$ cat src/rtl/cal_pkg.sv
// Shared types and constants for the calc request/response port responder.
package cal_pkg;

  localparam int CAL_DW = 32;

  typedef enum logic [3:0] {
    CMD_NOP = 4'd0,
    CMD_ADD = 4'd1,
    CMD_SUB = 4'd2,
    CMD_SHL = 4'd5,
    CMD_SHR = 4'd6
  } cal_cmd_e;

  typedef enum logic [1:0] {
    RESP_NONE = 2'd0,
    RESP_OK   = 2'd1,
    RESP_OVF  = 2'd2,
    RESP_BAD  = 2'd3
  } cal_resp_e;

  typedef enum logic [1:0] {
    ST_IDLE = 2'd0,
    ST_OP2  = 2'd1,
    ST_WAIT = 2'd2,
    ST_RESP = 2'd3
  } cal_state_e;

endpackage

$ cat src/rtl/cal_alu.sv
// Combinational calculator core: result plus overflow/underflow and invalid-command flags.
module cal_alu
  import cal_pkg::*;
#(
  parameter int DW = CAL_DW
) (
  input  logic [3:0]    cmd_i,
  input  logic [0:DW-1] op1_i,
  input  logic [0:DW-1] op2_i,
  output logic [0:DW-1] result_o,
  output logic          ovf_o,
  output logic          bad_o
);

  logic [DW:0] sum;
  logic [4:0]  shamt;

  assign sum   = {1'b0, op1_i} + {1'b0, op2_i};
  // Bit 0 is the MSB, so the low five bits of op2 sit at the right-hand end.
  assign shamt = op2_i[DW-5:DW-1];

  // NOTE: every output gets a default before the case so no path leaves one unassigned (no latch).
  always_comb begin
    result_o = '0;
    ovf_o    = 1'b0;
    bad_o    = 1'b0;
    case (cmd_i)
      CMD_ADD: begin
        result_o = sum[DW-1:0];
        ovf_o    = sum[DW];
      end
      CMD_SUB: begin
        result_o = op1_i - op2_i;
        ovf_o    = (op1_i < op2_i);
      end
      CMD_SHL: result_o = op1_i << shamt;
      CMD_SHR: result_o = op1_i >> shamt;
      default: bad_o = 1'b1;
    endcase
  end

endmodule

$ cat src/rtl/cal_port_responder.sv
// Responder end of one calc port: take cmd+op1 then op2, wait LATENCY cycles, emit one beat.
// Define CAL_OVF_CHECK_EN to report overflow/underflow as resp 2 instead of a wrapped result.
module cal_port_responder
  import cal_pkg::*;
#(
  parameter int LATENCY = 3,
  parameter int DW      = CAL_DW
) (
  input  logic          clk,
  input  logic          reset,
  input  logic [3:0]    req_cmd_in,
  input  logic [0:DW-1] req_data_in,
  output logic [1:0]    out_resp,
  output logic [0:DW-1] out_data,
  output logic          prot_err
);

`ifdef CAL_OVF_CHECK_EN
  localparam bit OVF_CHECK = 1'b1;
`else
  localparam bit OVF_CHECK = 1'b0;
`endif

  cal_state_e    state_q, state_d;
  logic [3:0]    cmd_q, cmd_d;
  logic [3:0]    cnt_q, cnt_d;
  logic          prot_err_q, prot_err_d;
  logic [0:DW-1] op1_q, op1_d, op2_q, op2_d;

  logic [0:DW-1] alu_result;
  logic          alu_ovf, alu_bad;

  cal_alu #(.DW(DW)) u_alu (
    .cmd_i   (cmd_q),
    .op1_i   (op1_q),
    .op2_i   (op2_q),
    .result_o(alu_result),
    .ovf_o   (alu_ovf),
    .bad_o   (alu_bad)
  );

  // NOTE: next-state logic uses blocking '=' in always_comb; registers below use non-blocking '<='.
  always_comb begin
    state_d    = state_q;
    cmd_d      = cmd_q;
    cnt_d      = cnt_q;
    op1_d      = op1_q;
    op2_d      = op2_q;
    prot_err_d = prot_err_q | ((state_q != ST_IDLE) && (req_cmd_in != 4'd0));
    case (state_q)
      ST_IDLE: begin
        if (req_cmd_in != 4'd0) begin
          cmd_d   = req_cmd_in;
          op1_d   = req_data_in;
          state_d = ST_OP2;
        end
      end
      ST_OP2: begin
        op2_d   = req_data_in;
        cnt_d   = 4'(LATENCY - 1);
        state_d = (LATENCY == 1) ? ST_RESP : ST_WAIT;
      end
      ST_WAIT: begin
        // Leave as the count reaches zero so the beat lands LATENCY+1 cycles after the cmd.
        cnt_d = cnt_q - 4'd1;
        if (cnt_q == 4'd1) state_d = ST_RESP;
      end
      default: state_d = ST_IDLE;
    endcase
  end

  always_ff @(posedge clk) begin
    if (!reset) begin
      state_q    <= ST_IDLE;
      cmd_q      <= 4'd0;
      cnt_q      <= 4'd0;
      prot_err_q <= 1'b0;
    end else begin
      state_q    <= state_d;
      cmd_q      <= cmd_d;
      cnt_q      <= cnt_d;
      prot_err_q <= prot_err_d;
    end
  end

  // NOTE: operand registers carry no reset; they are always loaded before the ALU result is used.
  always_ff @(posedge clk) begin
    op1_q <= op1_d;
    op2_q <= op2_d;
  end

  always_comb begin
    out_resp = RESP_NONE;
    out_data = '0;
    if (state_q == ST_RESP) begin
      if (alu_bad) begin
        out_resp = RESP_BAD;
      end else if (alu_ovf && OVF_CHECK) begin
        out_resp = RESP_OVF;
      end else begin
        out_resp = RESP_OK;
        out_data = alu_result;
      end
    end
  end

  assign prot_err = prot_err_q;

endmodule

$ cat config.mk
export PLATFORM = sky130hd
export DESIGN_NAME = cal_port_responder
export DESIGN_NICKNAME = d
export VERILOG_FILES = /design/src/rtl/cal_pkg.sv /design/src/rtl/cal_alu.sv /design/src/rtl/cal_port_responder.sv
export SDC_FILE = /design/constraint.sdc
export NUM_CORES = 1
export LEC_CHECK = 0
export CELL_PAD_IN_SITES_DETAIL_PLACEMENT = 0
export CELL_PAD_IN_SITES_GLOBAL_PLACEMENT = 1
export CORE_MARGIN = 5
export CORE_UTILIZATION = 50
export DETAILED_ROUTE_END_ITERATION = 6
export GPL_TIMING_DRIVEN = 0
export MAX_ROUTING_LAYER = met4
export PLACE_DENSITY = 0.95
export SLEW_MARGIN = 25
export SYNTH_ARGS = -nofsm -noshare
export SYNTH_HDL_FRONTEND = slang
export SYNTH_HIERARCHICAL = 1
export SYNTH_SLANG_ARGS = --single-unit
$ cat constraint.sdc
create_clock -name clk -period 10 [get_ports clk]
set_input_delay 2 -clock clk [delete_from_list [all_inputs] [get_ports clk]]
set_output_delay 2 -clock clk [all_outputs]
set_load 0.05 [all_outputs]
==> impl_metrics.ini, run 1 <==
[setup_path]
crit_fanout = 10
cpPeakStageDelay_ps = 870
critPathTopFamily = buffers and inverters
worstPathRequired_ps = 8000
endpoint_kind = output port
crit_buf_inv = 7
crit_type = reg -> out
crit_path_frequent_cell = buf_2
cp_slowest_cell = a2111oi_0
crit_path_start_kind = flop
cp_cell_sequence = clkbuf_1, inv_2, buf_1, buf_2, buf_2, ha_1, buf_2, o21a_1, o31a_1, o2111ai_2, a211oi_1, o21ai_1, a2111oi_0, nand2_1, a32oi_1, or2_1, and2_1, clkdlybuf4s50_1
cp.arrival_ps = 6240
r2r_slack_ps = 8040

[sta]
hold_violations = 0
fin_crit_ps = 8240
drv_slew = 0
tightest_slew_ps = 1010
fmax_mhz = 121
relSlewSlack_pct = 31.9
rsz0062_at_grt = false
setup_violations = 0
setup_slack_ps = 1760
finalCritPeriodShare_pct = 82.4
setup_tns_ps = 0
hold_ws_ps = 482
fin_skew_ps = 11.8

[floorplanning]
die_h_um = 150
pin_count = 73
core_mm2 = 0.0195
start_util_pct = 50.6
row_count = 51
dieArea_mm2 = 0.0226
die_w_um = 150

[layout]
drive_gt1_share_pct = 8.66
final_core_util_pct = 57.9
nFillCells = 1833
syn_to_final_growth_pct = 14.3
nets = 1424
antenna_cells = 0

[pwr]
p_leak_nw = 4.48
p_total_mw = 3.78
vdd_drop_max_uv = 203
cellPowerDensity_mw_per_mm2 = 335

[placement]
hpwl_mm = 32.8
finalWeightedCongestion = 1.07
port_buffers = 72
place_ws_ps = 2250

[grt]
grt-ovfl-total = 0
antenna_found_initial = 1
grt_pass1_vias = 10060
track_usage_pct = 36.9
grt_pass1_wl_mm = 61.0
grt_max_degree = 33

[routing]
drt_pass1_iterations = 7
final_antenna_net_count = 0
avgRoutedWirePerCell_um = 26.0
drt_iter0_markers = 1565
drc = 0
viasPerCell = 6.82
routed_wl_mm = 41.1
vias = 10788

[logic_synthesis]
yosysWarnings = 6
synthCells = 1227
synth_nets = 1339
post_synth.cell_area_avg_um2 = 8.03
syn_area_mm2 = 0.00985

[clock_network]
hold_buffers = 0
post_cts_buffers = 0
clock_sinks = 75
insertion_delay_ps = 360
cts_tree = built
cts-buffers-inserted = 9
ctsResizeCount = 0
cts_root_buffer = clkbuf_16
path_clk_slew_ps = 70
h-tree-depth = 3
cts_buffer_depth = 2

[run]
drv_cap = 0

[worst_hold_path]
min_path_type = reg -> reg

[outcome]
status = finished, final reports clean
-- state kept, by name, summed over array words and instances, names as in the netlist --
register and count:
state_q 2, cnt_q 4, op1_q 32, cmd_q 4, op2_q 32, prot_err 1
-- routing by layer --
layer  up-vias  track usage, %  share of wire, %
met5         -               -                 0
met4         0            15.4               4.3
met3       118            5.96                11
met2       766            56.0                45
met1      5129            49.2                40
li1       4775               -                 -
-- power breakdown --
| part | internal, mW | switching, mW |
|---|---|---|
| combinational | 0.971 | 1.78 |
| sequential | 0.476 | 0.196 |
| clock | 0.191 | 0.160 |
| total | 1.64 | 2.14 |
-- worst register-to-register path, stage by stage, from the launching register on --
cell and delay, ps:
dfxtp_1 360, inv_1 100, ha_1 140, buf_2 220, o41ai_4 150, inv_2 600
-- layout by cell type (no fill, tap or decap), types with 11 or more instances in the layout --
cell type	instances
a21oi_1	121
nand2_1	111
nor2_1	104
clkdlybuf4s50_1	72
ha_1	71
o21ai_0	69
inv_1	66
edfxtp_1	64
mux2i_1	60
clkbuf_1	46
and2_1	40
nand3_1	24
nand2b_1	23
nor3_1	21
mux4_2	21
o22ai_1	21
a21o_1	21
buf_2	20
o211ai_1	20
a211oi_1	17
mux2_2	16
nor2b_1	15
a31oi_1	15
o221ai_1	14
a221oi_1	12
dfxtp_1	11
buf_1	11
a221o_1	11
and3_1	11
-- layout make-up --
cell class	count	area (um^2)	share of cell area (%)
clock inverters	6	60.1	0.533
well taps	265	332	2.94
plain buffers	84	370	3.29
multi-input cells	996	7090	63.0
inverters	72	270	2.40
flip-flops and latches	75	2140	19.0
repair buffers	74	748	6.64
clock buffers	10	250	2.22
-- stage by stage --
step                      area, um^2  instances
after floorplan                 9850       1227
after global placement         10900       1564
after detailed placement       11000       1566
after CTS                      11300       1582
after global routing           11300       1582
final                          11300       1582
-- final timing paths --
path | start | endpoint | depth (start not counted)
setup / recovery | op2_q[29]$_DFFE_PN_ | out_data[0] | 18
hold / removal | prot_err$_SDFF_PN0_ | prot_err$_SDFF_PN0_ | 1
setup reg to reg | state_q[0]$_SDFFE_PN0P_ | op1_q[12]$_DFFE_PP_ | 5
hold reg to reg | prot_err$_SDFF_PN0_ | prot_err$_SDFF_PN0_ | 1
Power figures use the tool's default switching activity.
==> run 2: changes to the inputs <==
--- a/config.mk
+++ b/config.mk
@@ -8,11 +8,11 @@
 export CELL_PAD_IN_SITES_DETAIL_PLACEMENT = 0
 export CELL_PAD_IN_SITES_GLOBAL_PLACEMENT = 1
 export CORE_MARGIN = 5
-export CORE_UTILIZATION = 50
+export CORE_UTILIZATION = 46
 export DETAILED_ROUTE_END_ITERATION = 6
 export GPL_TIMING_DRIVEN = 0
 export MAX_ROUTING_LAYER = met4
-export PLACE_DENSITY = 0.95
+export PLACE_DENSITY = 0.92
 export SLEW_MARGIN = 25
 export SYNTH_ARGS = -nofsm -noshare
 export SYNTH_HDL_FRONTEND = slang
==> constraint.sdc (replaced) <==
create_clock -name clk -period 7.9 [get_ports clk]
set_input_delay 1.58 -clock clk [delete_from_list [all_inputs] [get_ports clk]]
set_output_delay 1.58 -clock clk [all_outputs]
set_load 0.05 [all_outputs]
==> impl_metrics.ini, run 2 (synthesis gave the netlist of run 1 again) <==
[grt]
track_usage_pct = 35.0
grt_pass1_vias = 10430
grt_max_degree = 33
grt_pass1_wl_mm = 63.5
grt-ovfl-total = 0
antenna_found_initial = 0

[sta]
fmax_mhz = 134
setup_tns_ps = 0
finalCritPeriodShare_pct = 94.7
hold_violations = 0
relSlewSlack_pct = 22.7
fin_crit_ps = 7480
drv_slew = 0
rsz0062_at_grt = false
setup_slack_ps = 421
setup_violations = 0
tightest_slew_ps = 1150
fin_skew_ps = 6.23

[pwr]
p_leak_nw = 4.47
p_int_mw = 2.09
vdd_drop_max_uv = 229
comb_power_share_pct = 72.9
power.switching_mw = 2.71
cellPowerDensity_mw_per_mm2 = 426
p_seq_share_pct = 17.9
sw_frac_of_total_pct = 56.5
pwr-share-clk_pct = 9.2

[worst_hold_path]
min_path_type = reg -> reg
min_from = prot_err$_SDFF_PN0_

[clock_network]
cts_tree = built
ctsResizeCount = 0
post_cts_buffers = 0
clock_sinks = 75
cts_buffer_depth = 2
cts-buffers-inserted = 9
path_clk_slew_ps = 70
hold_buffers = 0
insertion_delay_ps = 350
cts_root_buffer = clkbuf_16
h-tree-depth = 3

[setup_path]
cp.arrival_ps = 5900
r2r_slack_ps = 5980
crit_end = out_data[3]
crit_fanout = 10
r2r_end = op1_q[1]$_DFFE_PP_
crit_path_start_kind = flop
crit_type = reg -> out
critPathLaunch = op2_q[28]$_DFFE_PN_
r2r_cells = 5
endpoint_kind = output port
worstPathRequired_ps = 6320
rr_startpoint = state_q[0]$_SDFFE_PN0P_

[layout]
drive_gt1_share_pct = 8.45
reg.largest.list = op1_q (32), op2_q (32)
final_common_cell = a21oi_1
nets = 1421
antenna_cells = 0
nFillCells = 2073
mostFrequentLayoutCells = 121 x a21oi_1, 111 x nand2_1, 104 x nor2_1
syn_to_final_growth_pct = 14.3

[routing]
avgRoutedWirePerCell_um = 26.5
routed_wl_mm = 42.1
drt_iter0_markers = 1364
viasPerCell = 6.80
drt_pass1_iterations = 6
final_antenna_net_count = 0
vias = 10801
drc = 0

[floorplanning]
die_w_um = 156
die_h_um = 156
pin_count = 73
start_util_pct = 46.7
dieArea_mm2 = 0.0244
row_count = 53
core_mm2 = 0.0211

[placement]
finalWeightedCongestion = 1.02
place_ws_ps = 550
port_buffers = 72
hpwl_mm = 34.2

[run]
drv_cap = 0

[outcome]
status = finished, final reports clean
-- run 2: metrics by stage --
| step | hold WS [ps] | total power [mW] | utilization (%) | instance area (um^2) | cells |
|---|---|---|---|---|---|
| 6_report | 485 | 4.80 | 53.4 | 11300 | 1589 |
| 5_1_grt | 510 | 5.08 | 53.4 | 11300 | 1589 |
| 4_1_cts | 499 | 4.67 | 53.4 | 11300 | 1591 |
| 3_5_place_dp | 483 | 4.21 | 51.9 | 10900 | 1575 |
| 3_3_place_gp | 447 | 4.21 | 51.8 | 10900 | 1574 |
| 2_1_floorplan | 480 | 3.11 | - | 9850 | 1227 |
-- run 2: per-layer routing --
layer  GRT usage [%]  vias to the layer above  part of all wire [%]
met1            44.3                     5193                    41
met5               -                        -                     0
met4            16.4                        0                   5.1
met2            54.7                      673                    46
li1                -                     4795                     -
met3            5.92                      140                   8.9
-- run 2: power by group through the flow --
stage / logic (mW) / clock network [mW] / registers [mW]
after detailed placement: 3.36 / 0 / 0.850
after floorplan: 2.38 / 0 / 0.733
final: 3.50 / 0.440 / 0.858
after global placement: 3.36 / 0 / 0.846
after global routing: 3.74 / 0.468 / 0.868
after CTS: 3.38 / 0.447 / 0.842
-- run 2: how the worst min path moves through the flow --
stage / to / slack (ps) / cells past startpoint
after floorplan: cnt_q[0]$_SDFFE_PN0P_ / 480 / 2
after global routing: prot_err$_SDFF_PN0_ / 510 / 1
final: prot_err$_SDFF_PN0_ / 490 / 1
after CTS: prot_err$_SDFF_PN0_ / 500 / 1
after global placement: prot_err$_SDFF_PN0_ / 450 / 1
after detailed placement: prot_err$_SDFF_PN0_ / 480 / 1
-- run 2: final cells by class --
type / instances / area [um^2] / area share, %
Clock inverter: 5 / 43.8 / 0.389
Clock buffer: 11 / 275 / 2.44
Timing Repair Buffer: 73 / 741 / 6.58
Multi-Input combinational cell: 996 / 7080 / 62.9
Inverter: 72 / 270 / 2.40
Tap cell: 275 / 344 / 3.06
Buffer: 82 / 363 / 3.22
Sequential cell: 75 / 2140 / 19.0
-- run 2: critical path, stage by stage, from the launching register on --
cell and delay (ps):
edfxtp_1 400, clkbuf_1 270, inv_1 180, clkbuf_1 500, clkbuf_1 520, ha_1 340
inv_1 110, o221ai_1 280, a21oi_1 240, a221oi_2 560, o21ai_1 280, a31oi_1 350
nor2_1 80, a2111oi_0 480, a21oi_1 90, and2_1 160, clkdlybuf4s50_1 690
==> run 3: changes to the inputs <==
--- a/config.mk
+++ b/config.mk
@@ -11,8 +11,7 @@
 export CORE_UTILIZATION = 46
 export DETAILED_ROUTE_END_ITERATION = 6
 export GPL_TIMING_DRIVEN = 0
-export MAX_ROUTING_LAYER = met4
-export PLACE_DENSITY = 0.92
+export PLACE_DENSITY = 0.83
 export SLEW_MARGIN = 25
 export SYNTH_ARGS = -nofsm -noshare
 export SYNTH_HDL_FRONTEND = slang
==> impl_metrics.ini, run 3 (synthesis gave the netlist of run 1 again) <==
[floorplanning]
core_mm2 = 0.0211
die_h_um = 156
dieArea_mm2 = 0.0244
die_w_um = 156
row_count = 53
start_util_pct = 46.7
pin_count = 73

[clock_network]
h-tree-depth = 3
post_cts_buffers = 0
insertion_delay_ps = 360
cts_tree = built
cts-buffers-inserted = 9
cts_root_buffer = clkbuf_16
path_clk_slew_ps = 70
hold_buffers = 0
clock_sinks = 75
cts_buffer_depth = 2
ctsResizeCount = 0

[sta]
hold_violations = 0
fin_crit_ps = 7460
rsz0062_at_grt = false
setup_tns_ps = 0
fin_skew_ps = 5.67
finalCritPeriodShare_pct = 94.4
tightest_slew_ps = 1140
setup_violations = 0
drv_slew = 0
fmax_mhz = 134
relSlewSlack_pct = 23.5

[grt]
grt_max_degree = 33
grt_use_met2_pct = 51.6
gr-usage-met3_pct = 5.03
busiest_layer = met2
track_usage_pct = 33.4
grt_use_met1_pct = 46.1
grt_pass1_vias = 10275
grt-ovfl-total = 0
antenna_found_initial = 0
grt_pass1_wl_mm = 62.6

[outcome]
status = finished, final reports clean

[worst_hold_path]
min_path_type = reg -> reg
worstHoldEndpoint = prot_err$_SDFF_PN0_
whs_path_depth = 1
min_from = prot_err$_SDFF_PN0_

[setup_path]
r2r_end = op1_q[1]$_DFFE_PP_
crit_type = reg -> out
crit_buf_inv = 6
r2r_cells = 5
crit_fanout = 10
critPathTopFamily = buffers and inverters
crit_path_frequent_cell = clkbuf_1
crit_path_start_kind = flop
worstPathRequired_ps = 6320
r2r_slack_ps = 5930
cp_slowest_cell = clkdlybuf4s50_1
endpoint_kind = output port
cpPeakStageDelay_ps = 790
rr_startpoint = state_q[1]$_SDFFE_PN0P_
cp_cell_sequence = clkbuf_1, inv_1, clkbuf_1, clkbuf_1, ha_1, inv_1, o221ai_1, a21oi_1, a221oi_2, o21ai_1, a31oi_1, o31ai_1, xnor2_1, o221ai_1, and2_1, clkdlybuf4s50_1
cp.arrival_ps = 5880

[layout]
syn_to_final_growth_pct = 14.3
instances_no_fill = 1589
nets = 1421
reg.largest.list = op1_q (32), op2_q (32)
drive_gt1_share_pct = 8.45
nFillCells = 2124
final_common_cell = a21oi_1
antenna_cells = 0
mostFrequentLayoutCells = 121 x a21oi_1, 111 x nand2_1, 104 x nor2_1

[pwr]
p_total_mw = 4.80
cellPowerDensity_mw_per_mm2 = 426
vdd_drop_max_uv = 230
p_leak_nw = 4.47

[placement]
hpwl_mm = 33.4
numPlacedInstances = 1575
port_buffers = 72
finalWeightedCongestion = 1.04

[routing]
routed_wl_mm = 41.6
drt_pass1_iterations = 7
viasPerCell = 6.74
final_antenna_net_count = 0
drt_iter0_markers = 1340
drc = 0
vias = 10713
avgRoutedWirePerCell_um = 26.2

[run]
drv_cap = 0
-- run 3: cell counts in the layout (fill, tap and decap cells not counted) --
No cell type changed its count.
-- run 3: worst max-delay path by stage --
stage	endpoint	cells past startpoint	from	slack, ps
2_1_floorplan	out_data[2]	17	op2_q[29]$_DFFE_PN_	2410
4_1_cts	out_data[0]	18	op2_q[29]$_DFFE_PN_	240
5_1_grt	out_data[7]	16	op2_q[28]$_DFFE_PN_	210
3_5_place_dp	out_data[8]	17	op2_q[29]$_DFFE_PN_	640
6_report	out_data[7]	16	op2_q[28]$_DFFE_PN_	440
3_3_place_gp	out_data[0]	18	op2_q[29]$_DFFE_PN_	620
-- run 3: power breakdown --
group          internal (mW)  switching (mW)
clock network          0.257           0.193
registers              0.603           0.253
logic                   1.23            2.26
-- run 3: cell type report --
type	instances	area, um^2	share of cell area, %
Multi-Input combinational cell	996	7080	62.9
Sequential cell	75	2140	19.0
Timing Repair Buffer	73	741	6.58
Buffer	82	363	3.22
Tap cell	275	344	3.06
Clock buffer	11	275	2.44
Inverter	72	270	2.40
Clock inverter	5	43.8	0.389
-- run 3: per-layer routing --
layer  share of wire, %  wire (um)
met5                  0          0
met4                4.8       2000
met3                 10       4140
met2                 44      18300
met1                 41      17200
-- run 3: metrics by stage --
stage	hold WS [ps]	util, %	area, um^2	setup slack [ps]
floorplan	480	-	9850	2410
global placement	452	51.8	10900	621
detailed placement	458	51.9	10900	641
CTS	480	53.4	11300	245
global route	505	53.4	11300	209
finish	473	53.4	11300	444
